==> src/rtl/cla_multiword_seq.sv <==
// -----------------------------------------------------------------------------
// cla_multiword_seq
// Sequential multi-word adder. Two TOTAL = WIDTH*SLICES bit operands are added
// one WIDTH-bit slice per clock through a single carry-lookahead slice. The
// slice carry-out is held in a register and fed into the next slice.
//
// Ports:
//   clk    - rising-edge clock
//   rst_n  - asynchronous active-low reset
//   start  - request, only sampled while idle
//   a, b   - TOTAL-bit operands, captured on an accepted start
//   c_in   - initial carry, captured on an accepted start
//   sub    - (only with CLA_MULTIWORD_SUB_EN) 1 = compute a - b
//   busy   - high while an operation is running and in its done cycle
//   done   - one-cycle pulse, sum/c_out/ovf valid
//   sum    - registered result
//   c_out  - carry out of the MSB slice (with sub: 1 = no borrow)
//   ovf    - signed overflow (carry into MSB xor carry out of MSB)
//
// Optional feature macro: CLA_MULTIWORD_SUB_EN (adds the sub input).
// -----------------------------------------------------------------------------
module cla_multiword_seq #(
    parameter int WIDTH  = 4,
    parameter int SLICES = 4
) (
    input  logic                      clk,
    input  logic                      rst_n,
    input  logic                      start,
    input  logic [WIDTH*SLICES-1:0]   a,
    input  logic [WIDTH*SLICES-1:0]   b,
    input  logic                      c_in,
`ifdef CLA_MULTIWORD_SUB_EN
    input  logic                      sub,
`endif
    output logic                      busy,
    output logic                      done,
    output logic [WIDTH*SLICES-1:0]   sum,
    output logic                      c_out,
    output logic                      ovf
);

    localparam int TOTAL = WIDTH * SLICES;
    localparam int CNT_W = $clog2(SLICES);

    localparam logic [1:0] ST_IDLE = 2'd0;
    localparam logic [1:0] ST_RUN  = 2'd1;
    localparam logic [1:0] ST_DONE = 2'd2;

    localparam logic [CNT_W-1:0] LAST_SLICE = CNT_W'(SLICES - 1);

    // One CLA slice: returns {carry_out, carry_into_msb, sum}.
    function automatic logic [WIDTH+1:0] cla_slice(
        input logic [WIDTH-1:0] x,
        input logic [WIDTH-1:0] y,
        input logic             cin
    );
        logic [WIDTH:0]   c;
        logic [WIDTH-1:0] g;
        logic [WIDTH-1:0] p;
        logic [WIDTH-1:0] s;
        g    = x & y;
        p    = x | y;
        c[0] = cin;
        for (int i = 0; i < WIDTH; i++) begin
            c[i+1] = g[i] | (p[i] & c[i]);
            s[i]   = x[i] ^ y[i] ^ c[i];
        end
        return {c[WIDTH], c[WIDTH-1], s};
    endfunction

    logic [1:0]       state_r;
    logic [CNT_W-1:0] cnt_r;
    logic             carry_r;
    logic [TOTAL-1:0] a_r;
    logic [TOTAL-1:0] b_r;
    logic [TOTAL-1:0] sum_r;
    logic             c_out_r;
    logic             ovf_r;
    logic             done_r;
    logic             busy_r;

    logic [TOTAL-1:0] b_load_s;
    logic             carry_load_s;
    logic [WIDTH-1:0] slice_a_s;
    logic [WIDTH-1:0] slice_b_s;
    logic [WIDTH+1:0] slice_res_s;
    logic [WIDTH-1:0] slice_sum_s;
    logic             slice_cout_s;
    logic             slice_cmsb_s;

    // Operand B and initial carry as loaded on an accepted start.
    always_comb begin
        b_load_s     = b;
        carry_load_s = c_in;
`ifdef CLA_MULTIWORD_SUB_EN
        // Two's complement subtract: invert B and force the carry in.
        if (sub) begin
            b_load_s     = ~b;
            carry_load_s = 1'b1;
        end else begin
            b_load_s     = b;
            carry_load_s = c_in;
        end
`endif
    end

    // Current slice operands and the CLA slice result.
    always_comb begin
        slice_a_s    = a_r[cnt_r*WIDTH +: WIDTH];
        slice_b_s    = b_r[cnt_r*WIDTH +: WIDTH];
        slice_res_s  = cla_slice(slice_a_s, slice_b_s, carry_r);
        slice_sum_s  = slice_res_s[WIDTH-1:0];
        slice_cmsb_s = slice_res_s[WIDTH];
        slice_cout_s = slice_res_s[WIDTH+1];
    end

    // Control FSM, operand capture and per-slice result accumulation.
    always_ff @(posedge clk or negedge rst_n) begin
        if (!rst_n) begin
            state_r <= ST_IDLE;
            cnt_r   <= {CNT_W{1'b0}};
            carry_r <= 1'b0;
            a_r     <= {TOTAL{1'b0}};
            b_r     <= {TOTAL{1'b0}};
            sum_r   <= {TOTAL{1'b0}};
            c_out_r <= 1'b0;
            ovf_r   <= 1'b0;
            done_r  <= 1'b0;
            busy_r  <= 1'b0;
        end else begin
            case (state_r)
                ST_IDLE: begin
                    done_r <= 1'b0;
                    if (start) begin
                        a_r     <= a;
                        b_r     <= b_load_s;
                        carry_r <= carry_load_s;
                        cnt_r   <= {CNT_W{1'b0}};
                        busy_r  <= 1'b1;
                        state_r <= ST_RUN;
                    end
                end
                ST_RUN: begin
                    sum_r[cnt_r*WIDTH +: WIDTH] <= slice_sum_s;
                    carry_r                     <= slice_cout_s;
                    if (cnt_r == LAST_SLICE) begin
                        // Counter is cleared here so it never wraps by overflow.
                        c_out_r <= slice_cout_s;
                        ovf_r   <= slice_cmsb_s ^ slice_cout_s;
                        done_r  <= 1'b1;
                        cnt_r   <= {CNT_W{1'b0}};
                        state_r <= ST_DONE;
                    end else begin
                        cnt_r <= cnt_r + CNT_W'(1);
                    end
                end
                ST_DONE: begin
                    done_r  <= 1'b0;
                    busy_r  <= 1'b0;
                    state_r <= ST_IDLE;
                end
                default: begin
                    done_r  <= 1'b0;
                    busy_r  <= 1'b0;
                    state_r <= ST_IDLE;
                end
            endcase
        end
    end

    assign busy  = busy_r;
    assign done  = done_r;
    assign sum   = sum_r;
    assign c_out = c_out_r;
    assign ovf   = ovf_r;

endmodule
==> config.mk <==
export PLATFORM = sky130hd
export DESIGN_NAME = cla_multiword_seq
export DESIGN_NICKNAME = d
export VERILOG_FILES = /design/src/rtl/cla_multiword_seq.sv
export SDC_FILE = /design/constraint.sdc
export NUM_CORES = 1
export LEC_CHECK = 0
export CAP_MARGIN = 40
export CORE_MARGIN = 4
export CORE_UTILIZATION = 49
export DETAILED_ROUTE_END_ITERATION = 6
export PLACE_DENSITY = 0.77
export SLEW_MARGIN = 5
export SYNTH_ARGS = -nofsm -noshare
export SYNTH_HDL_FRONTEND = slang
export SYNTH_SLANG_ARGS = --single-unit
==> constraint.sdc <==
create_clock -name clk -period 9 [get_ports clk]
set_clock_uncertainty 0.1 [all_clocks]
set_input_delay 0.9 -clock clk [delete_from_list [all_inputs] [get_ports clk]]
set_output_delay 0.9 -clock clk [all_outputs]
set_load 0.01 [all_outputs]
; ---- Word level (Yosys, flattened, before mapping)
; Index checks and enable logic that the tools add are counted.
[op_classes]
eq_ne = 4
n_reduce_logical = 7
n_bitwise = 20
n_shift = 4
mux = 13
addsub = 2
[ops]
columns = cell, count
row1 = $neg 4->34, 1
row2 = $shift 4x34->16 const A, 1
row3 = $shiftx 4x34->16, 1
row4 = $shiftx 16x5->4, 2
row5 = $bwmux 16, 1
row6 = $reduce_and 2->1, 5
row7 = $xor 1x1->1, 9
row8 = $mux 2, 4
row9 = $pmux 2 s2, 2
row10 = $and 1x1->1, 4
row11 = $and 4x4->4, 1
row12 = $mux 1, 4
row13 = $ne 2x2->1 const B, 2
row14 = $or 1x1->1, 4
row15 = $or 4x4->4, 1
row16 = $pmux 1 s2, 2
row17 = $add 2x1->2 const B, 1
row18 = $eq 2x1->1 const B, 1
row19 = $eq 2x2->1 const B, 1
row20 = $logic_not 2->1, 1
row21 = $reduce_bool 2->1, 1
row22 = $not 1->1, 1
[word_totals]
register_bits = 57
inputBits = 36
wordCells = 60
out_inout_bits = 20

; ---- Longest topological paths before layout
; Gate-level depths: netlist of the first run.
[depth]
ltp_word = 11
ltp_mapped = 10
depth_no_buf = 9

; ---- Worst setup path after synthesis of the first run
; OpenSTA, ideal clock, no wires.
[synth_path]
path_kind = reg2reg
startpoint = register cnt_r[1]
endpoint = register sum_r[7] (netlist: sum[7])
synth_period_minus_slack_ns = 3.105
setup_ns = 0.125
stages_incl_launch_ff = 11
arrival_time_ns = 2.880
path_buffers = 1
t_required_ns = 8.775
setup_slack_ns = 5.895
path_cell_list = dfrtp_1 clkbuf_1 mux4_2 inv_1 fa_1 fa_1 inv_1 fa_1 fa_1 and4b_1 mux2_2
[synth_between]
elab_chain_len = 11
word_cells_on_any_way = 22
cone_classes = add/sub: 1 / shift: 4 / mux: 1 / bitwise: 16
[synth_lines]
columns = element, line
row1 = from (decl), 72  ; logic [CNT_W-1:0] cnt_r;
row2 = from (signal assigned), 121  ; cnt_r <= {CNT_W{1'b0}};
row3 = from (signal assigned), 138  ; cnt_r <= {CNT_W{1'b0}};
row4 = from (signal assigned), 151  ; cnt_r <= {CNT_W{1'b0}};
row5 = "$shiftx 16x5->4, on equally long branches", "109, 110"
row6 = $or 4x4->4, 62  ; p = x | y;
row7 = $and 1x1->1, 65  ; c[i+1] = g[i] | (p[i] & c[i]);
row8 = $or 1x1->1, 65
row9 = $and 1x1->1, 65
row10 = $or 1x1->1, 65
row11 = $and 1x1->1, 65
row12 = $or 1x1->1, 65
row13 = $xor 1x1->1, 66  ; s[i] = x[i] ^ y[i] ^ c[i];
row14 = $shiftx 4x34->16, 144  ; sum_r[cnt_r*WIDTH +: WIDTH] <= slice_sum_s;
row15 = $bwmux 16 *, 144
row16 = to (signal assigned), 125  ; sum_r <= {TOTAL{1'b0}};
row17 = "to (signal, indexed assignment)", 144
row18 = to (decl), 76  ; logic [TOTAL-1:0] sum_r;
; Mark *: on every way between the ends. The rest lies on a longest branch, timed or not.
; A chain may end at the register's enable or synchronous reset.

; ---- Final worst setup path of the first run
[layout_path]
startpoint = register cnt_r[0]
endpoint = register sum_r[7] (netlist: sum[7])
; Same word-level chain as after synthesis.

==> results of run 1 <==
[state kept, by name (all words and copies together), names as in the netlist]
register and cells:
c_out 1, b_r 16, carry_r 1, sum 16, done 1, cnt_r 2
busy 1, ovf 1, state_r 2, a_r 16
[synth_stat cells]
| cell | number |
|---|---|
| xor2_1 | 1 |
| mux2_1 | 2 |
| o21bai_1 | 1 |
| a21oi_1 | 1 |
| nand4b_1 | 4 |
| nor4bb_1 | 7 |
| a221oi_1 | 1 |
| and3b_1 | 3 |
| nand3b_1 | 3 |
| nor2_1 | 2 |
| a22o_1 | 5 |
| nor3b_4 | 1 |
| o21a_1 | 1 |
| nor4b_1 | 1 |
| o2bb2ai_1 | 5 |
| nor2b_1 | 2 |
| nand2b_1 | 2 |
| buf_2 | 1 |
| mux4_2 | 8 |
| clkbuf_1 | 3 |
| fa_1 | 4 |
| nor3b_2 | 1 |
| buf_4 | 2 |
| ha_1 | 6 |
| a32o_1 | 3 |
| mux2_2 | 37 |
| inv_1 | 10 |
| a21o_1 | 1 |
| and4b_1 | 2 |
| dfrtp_1 | 57 |
| buf_6 | 4 |
| or3b_4 | 1 |
[power by group through the flow]
stage / logic (mW) / registers [mW] / clock network [mW]
after floorplan: 0.505 / 0.446 / 0
after global placement: 0.657 / 0.478 / 0
after detailed placement: 0.677 / 0.486 / 0
after CTS: 0.682 / 0.482 / 0.207
after global routing: 0.739 / 0.496 / 0.222
final: 0.672 / 0.478 / 0.203
[worst reg2reg max path, delay by kind of cell, from the launching register on]
kind | cells | cell delay, ps
simple gates | 1 | 210
flops | 1 | 920
mux | 2 | 840
fa+ha+maj | 4 | 1290
buf+inv | 2 | 130
[logic make-up (layout without fill, tap and decap cells)]
group	after synthesis	after routing
compound gates	18	18
fa+ha+maj	10	10
mux	47	47
flops	57	57
xor+xnor	1	1
simple gates	29	29
buf+inv	20	81
[how the worst max path moves through the flow]
stage               slack (ps)                 end  depth (start not counted)                 start
global route              5170  sum[7]$_DFFE_PN0P_                          9  cnt_r[0]$_DFFE_PN0P_
detailed placement        5370  sum[7]$_DFFE_PN0P_                          9  cnt_r[0]$_DFFE_PN0P_
global placement          5470  sum[7]$_DFFE_PN0P_                          9  cnt_r[0]$_DFFE_PN0P_
CTS                       5370  sum[7]$_DFFE_PN0P_                          9  cnt_r[0]$_DFFE_PN0P_
finish                    5410  sum[7]$_DFFE_PN0P_                          9  cnt_r[0]$_DFFE_PN0P_
floorplan                 5890  sum[7]$_DFFE_PN0P_                         10  cnt_r[1]$_DFFE_PN0P_
[metal layers]
metal	global-route usage (%)	vias up
li1	-	788
met1	23.2	870
met2	28.8	48
met3	6.29	11
met4	8.33	0
met5	0	-
[per-stage QoR]
stage	area [µm²]	worst slack (ps)	hold slack, ps	total power [mW]	instances
2_1_floorplan	2740	5890	352	0.950	182
3_3_place_gp	3310	5470	371	1.14	299
3_5_place_dp	3310	5370	373	1.16	299
4_1_cts	3470	5370	391	1.37	313
5_1_grt	3470	5170	410	1.46	313
6_report	3470	5410	386	1.35	313
[cell type report]
cell class,count,share of cell area [%]
sequential,57,41.1
multi-input combinational,105,34.4
timing repair buffer,57,16.2
clock buffer,14,4.69
tap,70,2.52
inverter,10,1.08
==> flow_metrics.tcl, run 1 <==
set metrics [dict create \
    fin_crit_ps 3590 \
    r2r_cells 9 \
    critPathCaptureType "register" \
    hold_end "done$_DFFE_PN0P_" \
    tightest_slew_ps 883 \
    path_delay_family "adder cells" \
    num_io_pins 56 \
    power_switching_uw 487 \
    r2r_start "cnt_r[0]$_DFFE_PN0P_" \
    p_int_uw 866 \
    grt_util_all_layers_pct 18.4 \
    core_um2 5270 \
    first_pass_iters 4 \
    synth_area_per_cell_um2 15.0 \
    netSwitchingFraction_pct 36.0 \
    yosysWarnings 0 \
    ys_seq_area_share_pct 52.2 \
    layout_common_cells "dfrtp_1 (57), clkdlybuf4s50_1 (54), mux2_2 (37)" \
    grt_start_max_net_pins 58 \
    finalHoldViolCount 0 \
    regToRegEndpoint "sum[7]$_DFFE_PN0P_" \
    clkPwrFrac_pct 15.0 \
    multi_input_area_um2 1190 \
    ys_ff_latch 57 \
    finalSetupViolCount 0 \
    clock_path_buffers 2 \
    drv_cap 0 \
    hold_path_class "register to register" \
    synth_fp_nets 228 \
    vias 1717 \
    syn-instance-count 182 \
    crit_buf_inv 2 \
    worstSkewPairLatency_ps 330 \
    outcome "finished clean" \
    grt-ovfl-total 0 \
    first_global_vias 1830 \
    clock-root-buffer "clkbuf_8" \
    finalSetupTns_ps 0 \
    power_frac_comb_pct 49.7 \
    portBuffers 55 \
    start_util_pct 51.9 \
    path_cells "mux4_2 > inv_1 > fa_1 > fa_1 > inv_1 > fa_1 > fa_1 > and4b_1 > mux2_2" \
    routed_wl_um 5430 \
    critPathKind "register to register" \
    slew_violations 0 \
    fillerInstances 433 \
    maxSlewHeadroom_pct 41.2 \
    wl_met3_um 283 \
    grt_pass1_wl_um 9040 \
    holdBufCountCts 0 \
    synth_top_family_by_area "multiplexers" \
    grt_setup_unrepaired "no" \
    area_growth_syn_to_layout_pct 26.9 \
    cts_buffers 9 \
    route.detailed.drc 0 \
    die_h_um 82.7 \
    synth-adder-area-share_pct 5.67 \
    dp_hpwl_um 3960 \
    max_freq_mhz 278 \
    core.rowCount 26 \
    critPathMaxStageDelay_ps 920 \
    antenna_found_initial 0 \
    required_ps 9110 \
    synth_area_leader_cell "dfrtp_1" \
    die_w_um 82.7 \
    cts_tree "built" \
    cts.clk_slew.worst_paths_ps 60 \
    regToRegSetupSlack_ps 5410 \
    seqCellArea_um2 1430 \
    drt-initial-drc-count 53 \
    leakage_nw 1.46 \
    fin_crit_sh_pct 39.9 \
    startpoint_type "register" \
    pwr-share-seq_pct 35.4 \
    ys_types 32 \
    worstHoldStart "done$_DFFE_PN0P_" \
    cp_slowest_cell "dfrtp_1" \
    antennaDiodeCount 0 \
    yosysTopAreaCellShare_pct 52.2 \
    p_per_area_nw_per_um2 390 \
    mostFrequentLayoutCell "dfrtp_1" \
    synthMuxAreaShare_pct 22.6 \
    synthXorXnorAreaFrac_pct 0.320 \
    cp.arrival_ps 3710 \
    synth_compound_area_share_pct 5.63 \
    critPathMaxFanout 21 \
    post-cts-setup-buffers 0 \
    hold_depth 1 \
    final_util_pct 65.8 \
    met1_length_um 2350 \
    drt-vias-per-instance 5.49 \
    highest_layer "met4" \
    gp_congestion 0.808 \
    wl_per_cell_um 17.3 \
    clkSinkCount 57 \
    synthTopCellsByArea "dfrtp_1 (52%), mux2_2 (15%), mux4_2 (6.6%)" \
    final_layout_size_suffix_gt1_share_pct 25.5 \
    ctsResizeCount 0 \
    yosys.area_share.simple_pct 9.42 \
    die_area_um2 6840 \
    cts_htree_levels 3 \
    synthesis.area_um2 2740 \
    nNetsFinal 286 \
    crit_top_cell "fa_1" \
    postRouteAntennaNets 0 \
    ir_worst_vdd_mv 0.172 \
    wl_met2_um 2700 \
]
Power figures use the tool's default switching activity.
==> run 2, diff against run 1 <==
Settings changed: CORE_UTILIZATION 49 to 46, PLACE_DENSITY 0.77 to 0.76.
Clock period 9 ns to 3.25 ns, I/O delays scaled along.
==> run 2 against run 1 <==
- register-to-register slack got worse by 5200 ps
- first-iteration DRC count increased by 60%
- clock power rose to 3.1 times the previous value
- sequential power rose to 2.7 times the previous value
- via count up 2.8%
- utilization shrank 3.1 points
- routed wire length fell by 0.31%
- clock-buffer cell count did not move
- setup slack lost 5200 ps
- power grew to 2.8 times the previous value
- non-clock buffer count grew 4
- worst hold slack got worse by 0.52 ps
==> flow_metrics.tcl, run 2 (synthesized netlist as in run 1, its figures left out) <==
set metrics [dict create \
    die_area_um2 7240 \
    tightest_slew_ps 750 \
    fin_crit_ps 3070 \
    critPathCapture "sum[7]$_DFFE_PN0P_" \
    cp_slowest_cell "fa_2" \
    die_w_um 85.1 \
    leakage_nw 1.50 \
    ir_worst_vdd_mv 0.552 \
    required_ps 3370 \
    critPathMaxFanout 5 \
    slew_violations 0 \
    outcome "finished clean" \
    first_pass_iters 4 \
    grt_start_max_net_pins 35 \
    wl_per_cell_um 16.9 \
    cts_tree "built" \
    finalHoldViolCount 0 \
    grt.busiest_layer "met2" \
    grt_util_met1_pct 21.0 \
    cts.clk_slew.worst_paths_ps 60 \
    critPathKind "register to register" \
    r2r_cells 9 \
    max_freq_mhz 325 \
    clock_path_buffers 2 \
    grt_pass1_wl_um 9210 \
    drt-initial-drc-count 85 \
    core.rowCount 27 \
    dp_hpwl_um 4030 \
    path_depth 9 \
    mostFrequentLayoutCell "dfrtp_1" \
    cts_htree_levels 3 \
    worstSkewPairLatency_ps 340 \
    postRouteAntennaNets 0 \
    vias 1765 \
    first_global_vias 1809 \
    crit_start "cnt_r[0]$_DFFE_PN0P_" \
    final_layout_size_suffix_gt1_share_pct 28.5 \
    p_per_area_nw_per_um2 1090 \
    regToRegEndpoint "sum[7]$_DFFE_PN0P_" \
    whs_ps 385 \
    post-cts-setup-buffers 0 \
    die_h_um 85.1 \
    portBuffers 55 \
    clock-root-buffer "clkbuf_8" \
    cp.arrival_ps 3200 \
    core_um2 5640 \
    critPathCaptureType "register" \
    antenna_found_initial 0 \
    crit_top_cell "fa_1" \
    nNetsFinal 290 \
    route.detailed.drc 0 \
    path_cells "mux4_2 > inv_1 > fa_1 > fa_1 > inv_1 > fa_1 > fa_2 > and4b_1 > mux2_2" \
    total_power_mw 3.84 \
    regToRegSetupSlack_ps 180 \
    grt-ovfl-total 0 \
    start_util_pct 48.5 \
    crit_buf_inv 2 \
    num_io_pins 56 \
    grtUsageMet3_pct 6.02 \
    drt-vias-per-instance 5.50 \
    clkSinkCount 57 \
    critPathMaxStageDelay_ps 480 \
    grt_setup_unrepaired "no" \
    hold_path_class "register to register" \
    grt_util_all_layers_pct 16.5 \
    dpl.cell_count 304 \
    antennaDiodeCount 0 \
    startpoint_type "register" \
    fin_crit_sh_pct 94.6 \
    met2_usage_pct 25.5 \
    maxSlewHeadroom_pct 50.0 \
    area_growth_syn_to_layout_pct 29.4 \
    layout_common_cells "dfrtp_1 (56), clkdlybuf4s50_1 (54), mux2_2 (37)" \
    r2r_start "cnt_r[0]$_DFFE_PN0P_" \
    finalSetupViolCount 0 \
    cts_buffers 9 \
    fin_cells 321 \
    routed_wl_um 5410 \
    drv_cap 0 \
    finalSetupTns_ps 0 \
    path_delay_family "adder cells" \
    gp_congestion 0.802 \
]
[run 2: cell types whose count changed in the layout (fill, tap and decap cells not counted), sizes merged]
cell / delta
buf: +3
clkinv: +2
dlygate4sd3: +1
[run 2: metrics by stage]
step | cell area, µm² | worst slack, ps | utilization [%]
3_5_place_dp | 3330 | 123 | 59.1
4_1_cts | 3530 | 127 | 62.7
2_1_floorplan | 2740 | 145 | -
3_3_place_gp | 3330 | 227 | 59.1
6_report | 3540 | 176 | 62.7
5_1_grt | 3540 | 3.06 | 62.7
[run 2: worst min path at each step]
stage / from / end / slack [ps] / cells after the start
finish: a_r[8]$_DFFE_PN0P_ / a_r[8]$_DFFE_PN0P_ / 390 / 1
global route: done$_DFFE_PN0P_ / done$_DFFE_PN0P_ / 420 / 1
CTS: done$_DFFE_PN0P_ / done$_DFFE_PN0P_ / 390 / 1
detailed placement: rst_n / sum[9]$_DFFE_PN0P_ / 340 / 1
global placement: rst_n / sum[8]$_DFFE_PN0P_ / 330 / 1
floorplan: rst_n / a_r[0]$_DFFE_PN0P_ / -70 / 0
[run 2: per-layer routing]
metal | vias up | wire, µm
li1 | 808 | -
met1 | 889 | 2300
met2 | 56 | 2650
met3 | 12 | 352
met4 | 0 | 116
met5 | - | 0
[run 2: worst register-to-register path, stage by stage (launching register included)]
cell     delay [ps]
dfrtp_2         450
mux4_2          350
inv_1            60
fa_1            400
fa_1            360
inv_1            80
fa_1            240
fa_2            480
and4b_1         190
mux2_2          260
[run 2: area by class of cell]
type	count	area, µm²
Tap cell	72	90.1
Multi-Input combinational cell	105	1200
Timing Repair Buffer	61	593
Clock inverter	2	10.0
Clock buffer	14	183
Inverter	10	37.5
Sequential cell	57	1430
Fill cell	440	2100
[run 2: where the power goes]
part           total, mW  internal (mW)  switching (mW)
clock network      0.628          0.358           0.270
logic               1.93           1.08           0.854
registers           1.28           1.05           0.237
total               3.84           2.48            1.36
[run 2: repair_timing]
item	in CTS	in global routing
hold endpoints to repair	33	0
setup endpoints to repair	0	2
gates resized for setup	0	2
hold buffers	1	0
